`src/rtl/ps2_scan_rx.sv`:
```
// PS/2 device-to-host receiver: synchronises, deframes and checks 11-bit frames, strips E0/F0
// prefixes and strobes one make/break scan code per key event.
module ps2_scan_rx #(
  parameter int unsigned SAMPLE_DIV    = 249,
  parameter int unsigned TIMEOUT_TICKS = 4000
) (
  input  logic       clk,
  input  logic       rst_n,
  input  logic       ps2_clk,
  input  logic       ps2_data,
  output logic       code_valid,
  output logic [7:0] code,
  output logic       is_break,
  output logic       is_ext,
  output logic       frame_err,
  output logic       busy
);

  localparam int unsigned DivW = (SAMPLE_DIV > 1) ? $clog2(SAMPLE_DIV) : 1;
  localparam int unsigned ToW  = $clog2(TIMEOUT_TICKS + 1);

  typedef enum logic [1:0] {StIdle, StShift, StCheck} state_e;

  logic [1:0]      clk_sync_q, data_sync_q;
  logic            ps2_clk_s, ps2_data_s;
  logic [DivW-1:0] div_q;
  logic            tick, clk_prev_q, fall;

  state_e          state_q, state_d;
  logic [3:0]      bit_cnt_q, bit_cnt_d;
  logic [10:0]     frame_q, frame_d;
  logic [ToW-1:0]  to_cnt_q, to_cnt_d;
  logic            ext_pend_q, ext_pend_d, brk_pend_q, brk_pend_d;
  logic [7:0]      code_q, code_d;
  logic            is_break_q, is_break_d, is_ext_q, is_ext_d;
  logic            code_valid_q, code_valid_d, frame_err_q, frame_err_d;
  logic            frame_good;
  logic [7:0]      frame_byte;

  assign ps2_clk_s  = clk_sync_q[1];
  assign ps2_data_s = data_sync_q[1];
  assign tick       = (div_q == DivW'(SAMPLE_DIV - 1));
  assign fall       = tick & clk_prev_q & ~ps2_clk_s;

  always_ff @(posedge clk or negedge rst_n) begin
    if (!rst_n) begin
      clk_sync_q  <= 2'b11;
      data_sync_q <= 2'b11;
      div_q       <= '0;
      clk_prev_q  <= 1'b1;
    end else begin
      clk_sync_q  <= {clk_sync_q[0], ps2_clk};
      data_sync_q <= {data_sync_q[0], ps2_data};
      div_q       <= tick ? '0 : div_q + 1'b1;
      if (tick) clk_prev_q <= ps2_clk_s;
    end
  end

  // frame_q[0] = start, [8:1] = data, [9] = parity, [10] = stop once 11 bits are in.
  assign frame_byte = frame_q[8:1];
  assign frame_good = ~frame_q[0] & frame_q[10] & (^frame_q[9:1]);

  always_comb begin
    state_d      = state_q;
    bit_cnt_d    = bit_cnt_q;
    frame_d      = frame_q;
    to_cnt_d     = to_cnt_q;
    ext_pend_d   = ext_pend_q;
    brk_pend_d   = brk_pend_q;
    code_d       = code_q;
    is_break_d   = is_break_q;
    is_ext_d     = is_ext_q;
    code_valid_d = 1'b0;
    frame_err_d  = 1'b0;
    unique case (state_q)
      StIdle: begin
        if (fall && !ps2_data_s) begin
          frame_d   = {ps2_data_s, 10'b0};
          bit_cnt_d = 4'd1;
          to_cnt_d  = '0;
          state_d   = StShift;
        end
      end
      StShift: begin
        if (fall) begin
          frame_d   = {ps2_data_s, frame_q[10:1]};
          bit_cnt_d = bit_cnt_q + 4'd1;
          to_cnt_d  = '0;
          if (bit_cnt_q == 4'd10) state_d = StCheck;
        end else if (tick) begin
          if (to_cnt_q == ToW'(TIMEOUT_TICKS - 1)) begin
            frame_err_d = 1'b1;
            ext_pend_d  = 1'b0;
            brk_pend_d  = 1'b0;
            bit_cnt_d   = '0;
            to_cnt_d    = '0;
            state_d     = StIdle;
          end else begin
            to_cnt_d = to_cnt_q + 1'b1;
          end
        end
      end
      StCheck: begin
        bit_cnt_d = '0;
        state_d   = StIdle;
        if (!frame_good) begin
          frame_err_d = 1'b1;
          ext_pend_d  = 1'b0;
          brk_pend_d  = 1'b0;
        end else if (frame_byte == 8'hE0) begin
          ext_pend_d = 1'b1;
        end else if (frame_byte == 8'hF0) begin
          brk_pend_d = 1'b1;
        end else begin
          code_valid_d = 1'b1;
          code_d       = frame_byte;
          is_break_d   = brk_pend_q;
          is_ext_d     = ext_pend_q;
          ext_pend_d   = 1'b0;
          brk_pend_d   = 1'b0;
        end
      end
      default: state_d = StIdle;
    endcase
  end

  always_ff @(posedge clk or negedge rst_n) begin
    if (!rst_n) begin
      state_q      <= StIdle;
      bit_cnt_q    <= '0;
      frame_q      <= '0;
      to_cnt_q     <= '0;
      ext_pend_q   <= 1'b0;
      brk_pend_q   <= 1'b0;
      code_q       <= '0;
      is_break_q   <= 1'b0;
      is_ext_q     <= 1'b0;
      code_valid_q <= 1'b0;
      frame_err_q  <= 1'b0;
    end else begin
      state_q      <= state_d;
      bit_cnt_q    <= bit_cnt_d;
      frame_q      <= frame_d;
      to_cnt_q     <= to_cnt_d;
      ext_pend_q   <= ext_pend_d;
      brk_pend_q   <= brk_pend_d;
      code_q       <= code_d;
      is_break_q   <= is_break_d;
      is_ext_q     <= is_ext_d;
      code_valid_q <= code_valid_d;
      frame_err_q  <= frame_err_d;
    end
  end

  assign code_valid = code_valid_q;
  assign code       = code_q;
  assign is_break   = is_break_q;
  assign is_ext     = is_ext_q;
  assign frame_err  = frame_err_q;
  assign busy       = (state_q != StIdle);

endmodule

```
`config.mk`:
```
export PLATFORM = sky130hd
export DESIGN_NAME = ps2_scan_rx
export DESIGN_NICKNAME = d
export VERILOG_FILES = /design/src/rtl/ps2_scan_rx.sv
export SDC_FILE = /design/constraint.sdc
export NUM_CORES = 1
export LEC_CHECK = 0
export CAP_MARGIN = 20
export CORE_MARGIN = 2
export CORE_UTILIZATION = 59
export DETAILED_ROUTE_END_ITERATION = 8
export PLACE_DENSITY = 0.9
export SLEW_MARGIN = 15
export SYNTH_ARGS = -nofsm -noshare
export SYNTH_HDL_FRONTEND = slang
export SYNTH_SLANG_ARGS = --single-unit
```
`constraint.sdc`:
```
create_clock -name clk -period 3.35 [get_ports clk]
set_clock_uncertainty 0.15 [all_clocks]
set_input_delay 0.5025 -clock clk [delete_from_list [all_inputs] [get_ports clk]]
set_output_delay 0.5025 -clock clk [all_outputs]
set_load 0.01 [all_outputs]
```
# ---- Word-level counts from Yosys, hierarchy flattened
# Cells that the tools add are included.
dict set report word_totals {
  register_bits 56
  inputBits 4
  output_inout_bits 13
  word_cells 98
}
dict set report op_classes {
  n_addsub 3
  n_eq_ne 17
  mux 40
  n_bitwise 8
  n_reduce_logical 15
}
# cell n
set op_table {}
lappend op_table {{$mux W12} 4}
lappend op_table {{$eq A8 B8 Y1 const B} 3}
lappend op_table {{$pmux W12 S2} 1}
lappend op_table {{$mux W11} 2}
lappend op_table {{$pmux W11 S2} 1}
lappend op_table {{$mux W1} 17}
lappend op_table {{$mux W4} 4}
lappend op_table {{$add A12 B1 Y12 const B} 1}
lappend op_table {{$eq A12 B12 Y1 const B} 1}
lappend op_table {{$ne A3 B3 Y1 const B} 4}
lappend op_table {{$pmux W4 S3} 1}
lappend op_table {{$reduce_and A4 Y1} 3}
lappend op_table {{$mux W2} 5}
lappend op_table {{$ne A2 B2 Y1 const B} 5}
lappend op_table {{$reduce_and A5 Y1} 2}
lappend op_table {{$reduce_xor A9 Y1} 1}
lappend op_table {{$add A8 B1 Y8 const B} 1}
lappend op_table {{$mux W8} 1}
lappend op_table {{$pmux W1 S2} 3}
lappend op_table {{$reduce_and A3 Y1} 2}
lappend op_table {{$reduce_bool A2 Y1} 3}
lappend op_table {{$add A4 B1 Y4 const B} 1}
lappend op_table {{$and A1 B1 Y1} 4}
lappend op_table {{$eq A4 B4 Y1 const B} 1}
lappend op_table {{other kinds (9)} 12}

# ---- Depth between registers and ports, before layout
dict set report depth {
  ltp_word 6
  ltp_mapped 8
  depth_no_buf 7
}

# ---- Worst setup path before layout
# No wires, ideal clock.
dict set report synth_timing {
  kind {register to register}
  from {register frame_q[3]}
  to {register code_q[0] (netlist: code[0])}
  t_arrival_ps 2123
  required_time_ps 3075
  path_slack_ps 953
  path_stages_with_launch 8
  n_path_buf 1
  synth_period_minus_slack_ps 2397
  path_cell_list {dfrtp_1 > inv_1 > ha_1 > xnor3_1 > xnor2_1 > nor3_1 > clkbuf_1 > mux2_2}
}
dict set report synth_via {
  elab_chain_len 3
  elab_cells_between_ends 7
}
# item line
set synth_lines {}
lappend synth_lines {{from (decl)} 31} ;# logic [10:0] frame_q, frame_d;
lappend synth_lines {{from (signal assigned)} 143} ;# frame_q <= frame_d;
lappend synth_lines {{$reduce_xor A9 Y1, or another cell as far along} 61} ;# assign frame_good = ~frame_q[0] & frame_q[10] & (^frame_q[9:1]);
lappend synth_lines {{$and A1 B1 Y1 / $not A1 Y1 (equally long branches)} n/a}
lappend synth_lines {{$reduce_and A4 Y1 (no source line) (*)} n/a}
lappend synth_lines {{to (signal assigned)} 147} ;# code_q <= code_d;
lappend synth_lines {{to (decl)} 34} ;# logic [7:0] code_q, code_d;
# Mark *: on every way between the ends. The rest lies on a longest branch, timed or not.
# A chain may end at the register's enable or synchronous reset.

# ---- Final worst setup path
dict set report layout_timing {
  from {register state_q[1]}
  to {register to_cnt_q[11]}
}
dict set report layout_via {
  elab_chain_len 3
  elab_cells_between_ends 7
}
# item line
set layout_lines {}
lappend layout_lines {{from (decl)} 29} ;# state_e state_q, state_d;
lappend layout_lines {{from (signal assigned)} 129} ;# state_q <= StIdle;
lappend layout_lines {{from (signal assigned)} 141} ;# state_q <= state_d;
lappend layout_lines {{$eq A2 B1 Y1 / $logic_not A2 Y1 (equally long branches)} 75} ;# unique case (state_q)
lappend layout_lines {{$ne A3 B3 Y1 (no source line), or another cell as far along} n/a}
lappend layout_lines {{$reduce_and A3 Y1 (no source line)} n/a}
lappend layout_lines {{to (signal assigned)} 144} ;# to_cnt_q <= to_cnt_d;
lappend layout_lines {{to (decl)} 32} ;# logic [ToW-1:0] to_cnt_q, to_cnt_d;
# Parallel ways exist; a longest one is shown, timed or not.

==> summary by stage <==
Clock network
Clock tree synthesis selected as its root buffer the cell sky130_fd_sc_hd__clkbuf_8. The total of hold buffers inserted after clock tree synthesis is 0. The buffer count from post-CTS setup fixing is 0. The depth of the CTS H-tree is 2. Gates resized during post-CTS repair numbered 0. Counting every sink on the clock net gives 56. The TritonCTS clock tree is done. For the worst-skew pair, the clock arrives at the later sink with an insertion delay of between 300 and 400 ps. The maximum root-to-sink buffer count is 2. The register clock-pin slew on the reported worst setup and hold paths is 100 ps. The number of buffers created by CTS is 5.

Synth
Yosys mapped a number of flops with a built-in enable equal to 0. The average cell area after synthesis is slightly above 10 µm². Synthesis produced a netlist with a net count of 289.

The most common flop cell mapped by yosys is sky130_fd_sc_hd__dfrtp_1. The synthesized instance count is 272. The total of warnings raised by yosys is 0.

For this run, the register share of the synthesized area comes to roughly half. The async set or reset register ratio after synthesis is 100%. In this run the cell area of the synthesized design comes to between 0.002 and 0.003 mm². Counting flops and latches in the post-synthesis netlist gives 56. In this run, distinct cell masters in the synthesized netlist total 52.

Route
The number of DRC violations after detailed routing is 0. The detailed router finished its first iteration with ~170 violations. After detailed routing, the average wire length per cell comes to 14.7 µm. In this run the remaining antenna-violating nets after routing total 0. After detailed routing, the wire length on met1 is between 2000 and 2500 µm. The detailed-route wire length is 5090 µm.

The highest layer touched by signal routing is met4. The detailed router placed between 2000 and 2500 vias in this run. The first TritonRoute pass finished after 4 iterations.

The wire length on met2 is ~2400 µm. Wire segments on met3 add up to ~150 µm in the final route. The vias per cell is around 5.9.

STA
After layout, the worst path uses around four fifths of the clock period. Static timing analysis puts the maximum clock frequency at between 300 and 400 MHz. The number of max-slew violations in the final report is 0.

The final critical delay including setup and external delays is between 2000 and 3000 ps. The number of endpoints with negative hold slack in the final report is 0. Setup repair after global routing left no endpoint under its margin. At the pin with the least slew margin, the transition time is 697 ps. Setup violations remaining at the end of the flow were counted as 0. In this run the tightest slew margin relative to its limit is between 50% and 60%. The summed negative setup slack over all endpoints is 0 ps.

Critical path
In this run the worst path has a maximum fanout of 16. The data arrival time at the worst-slack endpoint is 2830 ps. The largest stage delay on the critical path is roughly 490 ps. The critical path starts at state_q[1]. The number of gates on the worst path with buffers counted is 8. The cell occurring most often along the worst timing path is sky130_fd_sc_hd__or3_1. Counting cells, the worst reg-to-reg path comes to 8. Among cell families on the critical path, the largest total delay comes from simple AND/OR/NAND/NOR gates. In this run the worst setup path terminates at to_cnt_q[11]. The element type at the critical path start is a flip-flop. The critical-path cell with the highest stage delay is sky130_fd_sc_hd__ha_1. The worst register-to-register path ends at to_cnt_q[11]. The sort of element at the end of the critical path is a flip-flop. The worst register-to-register path begins at state_q[1].

The number of buffers and inverters on the critical path is 2. The setup slack on the worst flop-to-flop path is ~600 ps. The critical path is of the flip-flop to flip-flop type. Data on the critical path is required at its endpoint by roughly 3500 ps.

Traced cell by cell, the critical path runs through inv_1, ha_1, nor2b_1, o211ai_1, buf_4, or3_1, or3_1, o21ai_1.

Power
The internal power is between 0.0008 and 0.0009 W. Dividing total power by cell area gives a power density of 340 mW/mm². The clock share of power is 34.2%. Per report_power, the combinational group accounts for between 1.5 and 2% of the total. Across the VDD grid, the largest voltage drop is ~0.29 mV. Of the total power, the share spent switching nets is 21.5%.

The sequential group share of total power is between 60% and 70%. The leakage power total is 1.31 nW. For this design the total switching power over the nets is ~0.00023 W.

Floorplanning
The initial core utilization is 60.6%. The floorplan step set the die height to approximately 73 µm. The floorplan die width is 73.2 µm. The placeable core region is around 0.0047 mm².

The die area is 0.00536 mm². The number of top-level pins is 17. The placement row count is 25.

Cells and area
The post-layout utilization of the core is 67.2%. The number of filler cells placed in the layout is ~340. With fillers left out, the area of the finished cells amounts to between 0.003 and 0.004 mm². The total area of sequential cells is roughly 0.0014 mm².

The antenna diode instance count is 0. At the end of the flow, the number of nets in the layout was approximately 310. Once layout is complete, the cells apart from fillers number between 300 and 400. Of the cells placed in the final design, the portion with a size suffix greater than 1 is between 10% and 20%.

In the final layout, the multi-input gates occupy between 0.001 and 0.0015 mm². Relative to the synthesized area, the layout overhead comes to 10.8%.

Placement
Once placement finished, the instance area stood at a little over 0.003 mm². The total placed cells including tap cells is between 300 and 400. The total half-perimeter wirelength after legalization and detailed placement is ~3600 µm. The congestion estimate from routability-driven global placement came to between 0.8 and 0.9.

During placement, the flow inserted port buffers numbering 16.

Global route
The first global-routing pass estimated slightly below 9000 µm of wire. The number of antenna violations at the first check in global routing came to 0. Entering global routing, the biggest net connects 29 pins.

The via count of the first global-routing pass is approximately 2000. Across every metal layer, demand over resource in global routing totals 21.0%. Global routing finished with a remaining overflow of 0.

Hold path
The type of the most critical hold path is primary input to async pin.

Flow run
Max-cap violations in this run came to 0.

Run status
The run finished with clean final reports.
power groups by stage:
| stage | sequential, W | clock (W) | combinational (W) |
|---|---|---|---|
| floorplan | 0.000694 | 0 | 0.000000218 |
| global placement | 0.000694 | 0 | 0.0000170 |
| detailed placement | 0.000695 | 0 | 0.0000201 |
| CTS | 0.000681 | 0.000372 | 0.0000202 |
| global route | 0.000682 | 0.000399 | 0.0000226 |
| finish | 0.000681 | 0.000364 | 0.0000192 |
registers in the layout, summed over array words and instances (netlist names):
signal       cells
bit_cnt_q        4
brk_pend_q       1
clk_prev_q       1
clk_sync_q       2
code             8
code_valid       1
data_sync_q      2
div_q            8
ext_pend_q       1
frame_err        1
frame_q         11
is_break         1
is_ext           1
state_q          2
to_cnt_q        12
worst min path at each step:
| stage | from | to | slack (ps) |
|---|---|---|---|
| floorplan | rst_n | bit_cnt_q[0] | 60 |
| global placement | data_sync_q[0] | data_sync_q[1] | 200 |
| detailed placement | data_sync_q[0] | data_sync_q[1] | 200 |
| CTS | rst_n | state_q[1] | 30 |
| global route | rst_n | state_q[1] | 60 |
| finish | rst_n | is_break | 20 |
kinds of logic after synthesis:
| logic type | Yosys count | synth area share (%) |
|---|---|---|
| and+or+nand+nor | 95 | 18.9 |
| AOI/OAI and AO/OA | 58 | 13.0 |
| DFF | 56 | 49.8 |
| buffers and inverters | 30 | 4.60 |
| muxes | 14 | 5.53 |
| adders and majority gates | 13 | 5.75 |
| xor gates and xnor gates | 6 | 2.35 |
final cells by class:
cell class	instances	share of cell area, %
multi-input combinational	186	41.3
inverter	22	2.64
clock buffer	7	2.44
timing repair buffer	20	6.31
clock inverter	1	0.280
sequential	56	44.9
tap	54	2.16
placed cells by master (no fill, tap or decap), types with 3 or more instances in the layout:
master                            Yosys  routed
sky130_fd_sc_hd__dfrtp_1             51      51
sky130_fd_sc_hd__nand2_1             29      29
sky130_fd_sc_hd__inv_1               22      22
sky130_fd_sc_hd__o21ai_0             19      18
sky130_fd_sc_hd__clkdlybuf4s50_1      0      15
sky130_fd_sc_hd__ha_1                13      13
sky130_fd_sc_hd__a21oi_1             12      12
sky130_fd_sc_hd__mux2_2              11      11
sky130_fd_sc_hd__nor2_1              10      10
sky130_fd_sc_hd__nand3_1              9       9
sky130_fd_sc_hd__or3_1                9       9
sky130_fd_sc_hd__o31ai_1              7       7
sky130_fd_sc_hd__nor3_1               6       6
sky130_fd_sc_hd__nand4_1              5       5
sky130_fd_sc_hd__dfstp_2              5       5
sky130_fd_sc_hd__clkbuf_8             1       5
sky130_fd_sc_hd__o41ai_1              4       4
sky130_fd_sc_hd__o21ai_1              4       4
sky130_fd_sc_hd__xor2_1               3       3
sky130_fd_sc_hd__nand3b_1             3       3
sky130_fd_sc_hd__nor2b_1              3       3
sky130_fd_sc_hd__o22ai_1              3       3
sky130_fd_sc_hd__buf_4                0       3
cell usage after synthesis (2+ instances only):
master | instances | share of area (%)
sky130_fd_sc_hd__a21oi_1 | 12 | 2.1
sky130_fd_sc_hd__and3_1 | 2 | 0.44
sky130_fd_sc_hd__nand3_1 | 9 | 1.6
sky130_fd_sc_hd__nor2_1 | 10 | 1.3
sky130_fd_sc_hd__dfrtp_1 | 51 | 45
sky130_fd_sc_hd__nand4_1 | 5 | 1.1
sky130_fd_sc_hd__or3_1 | 9 | 2.0
sky130_fd_sc_hd__o22ai_1 | 3 | 0.66
sky130_fd_sc_hd__nor4bb_1 | 2 | 0.71
sky130_fd_sc_hd__and4_1 | 2 | 0.62
sky130_fd_sc_hd__nand3b_1 | 3 | 0.80
sky130_fd_sc_hd__nor2b_1 | 3 | 0.66
sky130_fd_sc_hd__nor3_1 | 6 | 1.1
sky130_fd_sc_hd__nor2_2 | 2 | 0.44
sky130_fd_sc_hd__nand2b_1 | 2 | 0.44
sky130_fd_sc_hd__o31ai_1 | 7 | 1.9
sky130_fd_sc_hd__mux2_1 | 2 | 0.80
sky130_fd_sc_hd__xnor2_1 | 2 | 0.62
sky130_fd_sc_hd__o21ai_1 | 4 | 0.71
sky130_fd_sc_hd__dfstp_2 | 5 | 4.6
sky130_fd_sc_hd__nand2_1 | 29 | 3.9
sky130_fd_sc_hd__o41ai_1 | 4 | 1.2
sky130_fd_sc_hd__clkbuf_1 | 6 | 0.80
sky130_fd_sc_hd__inv_1 | 22 | 2.9
sky130_fd_sc_hd__o21ai_0 | 19 | 3.4
sky130_fd_sc_hd__xor2_1 | 3 | 0.93
sky130_fd_sc_hd__ha_1 | 13 | 5.8
sky130_fd_sc_hd__mux2_2 | 11 | 4.4
per-stage QoR:
stage	hold WS (ps)	setup slack, ps	power (W)
5_1_grt	55.8	373	0.00110
6_report	23.7	616	0.00106
2_1_floorplan	56.9	953	0.000694
3_5_place_dp	199	696	0.000715
4_1_cts	32.2	668	0.00107
3_3_place_gp	196	768	0.000711
per-layer routing:
metal,vias up,GRT usage [%]
met5,-,0
met2,38,33.1
met4,0,8.44
met1,975,29.1
li1,1007,-
met3,7,3.31
Note: power is estimated with default switching activity, not from simulation.
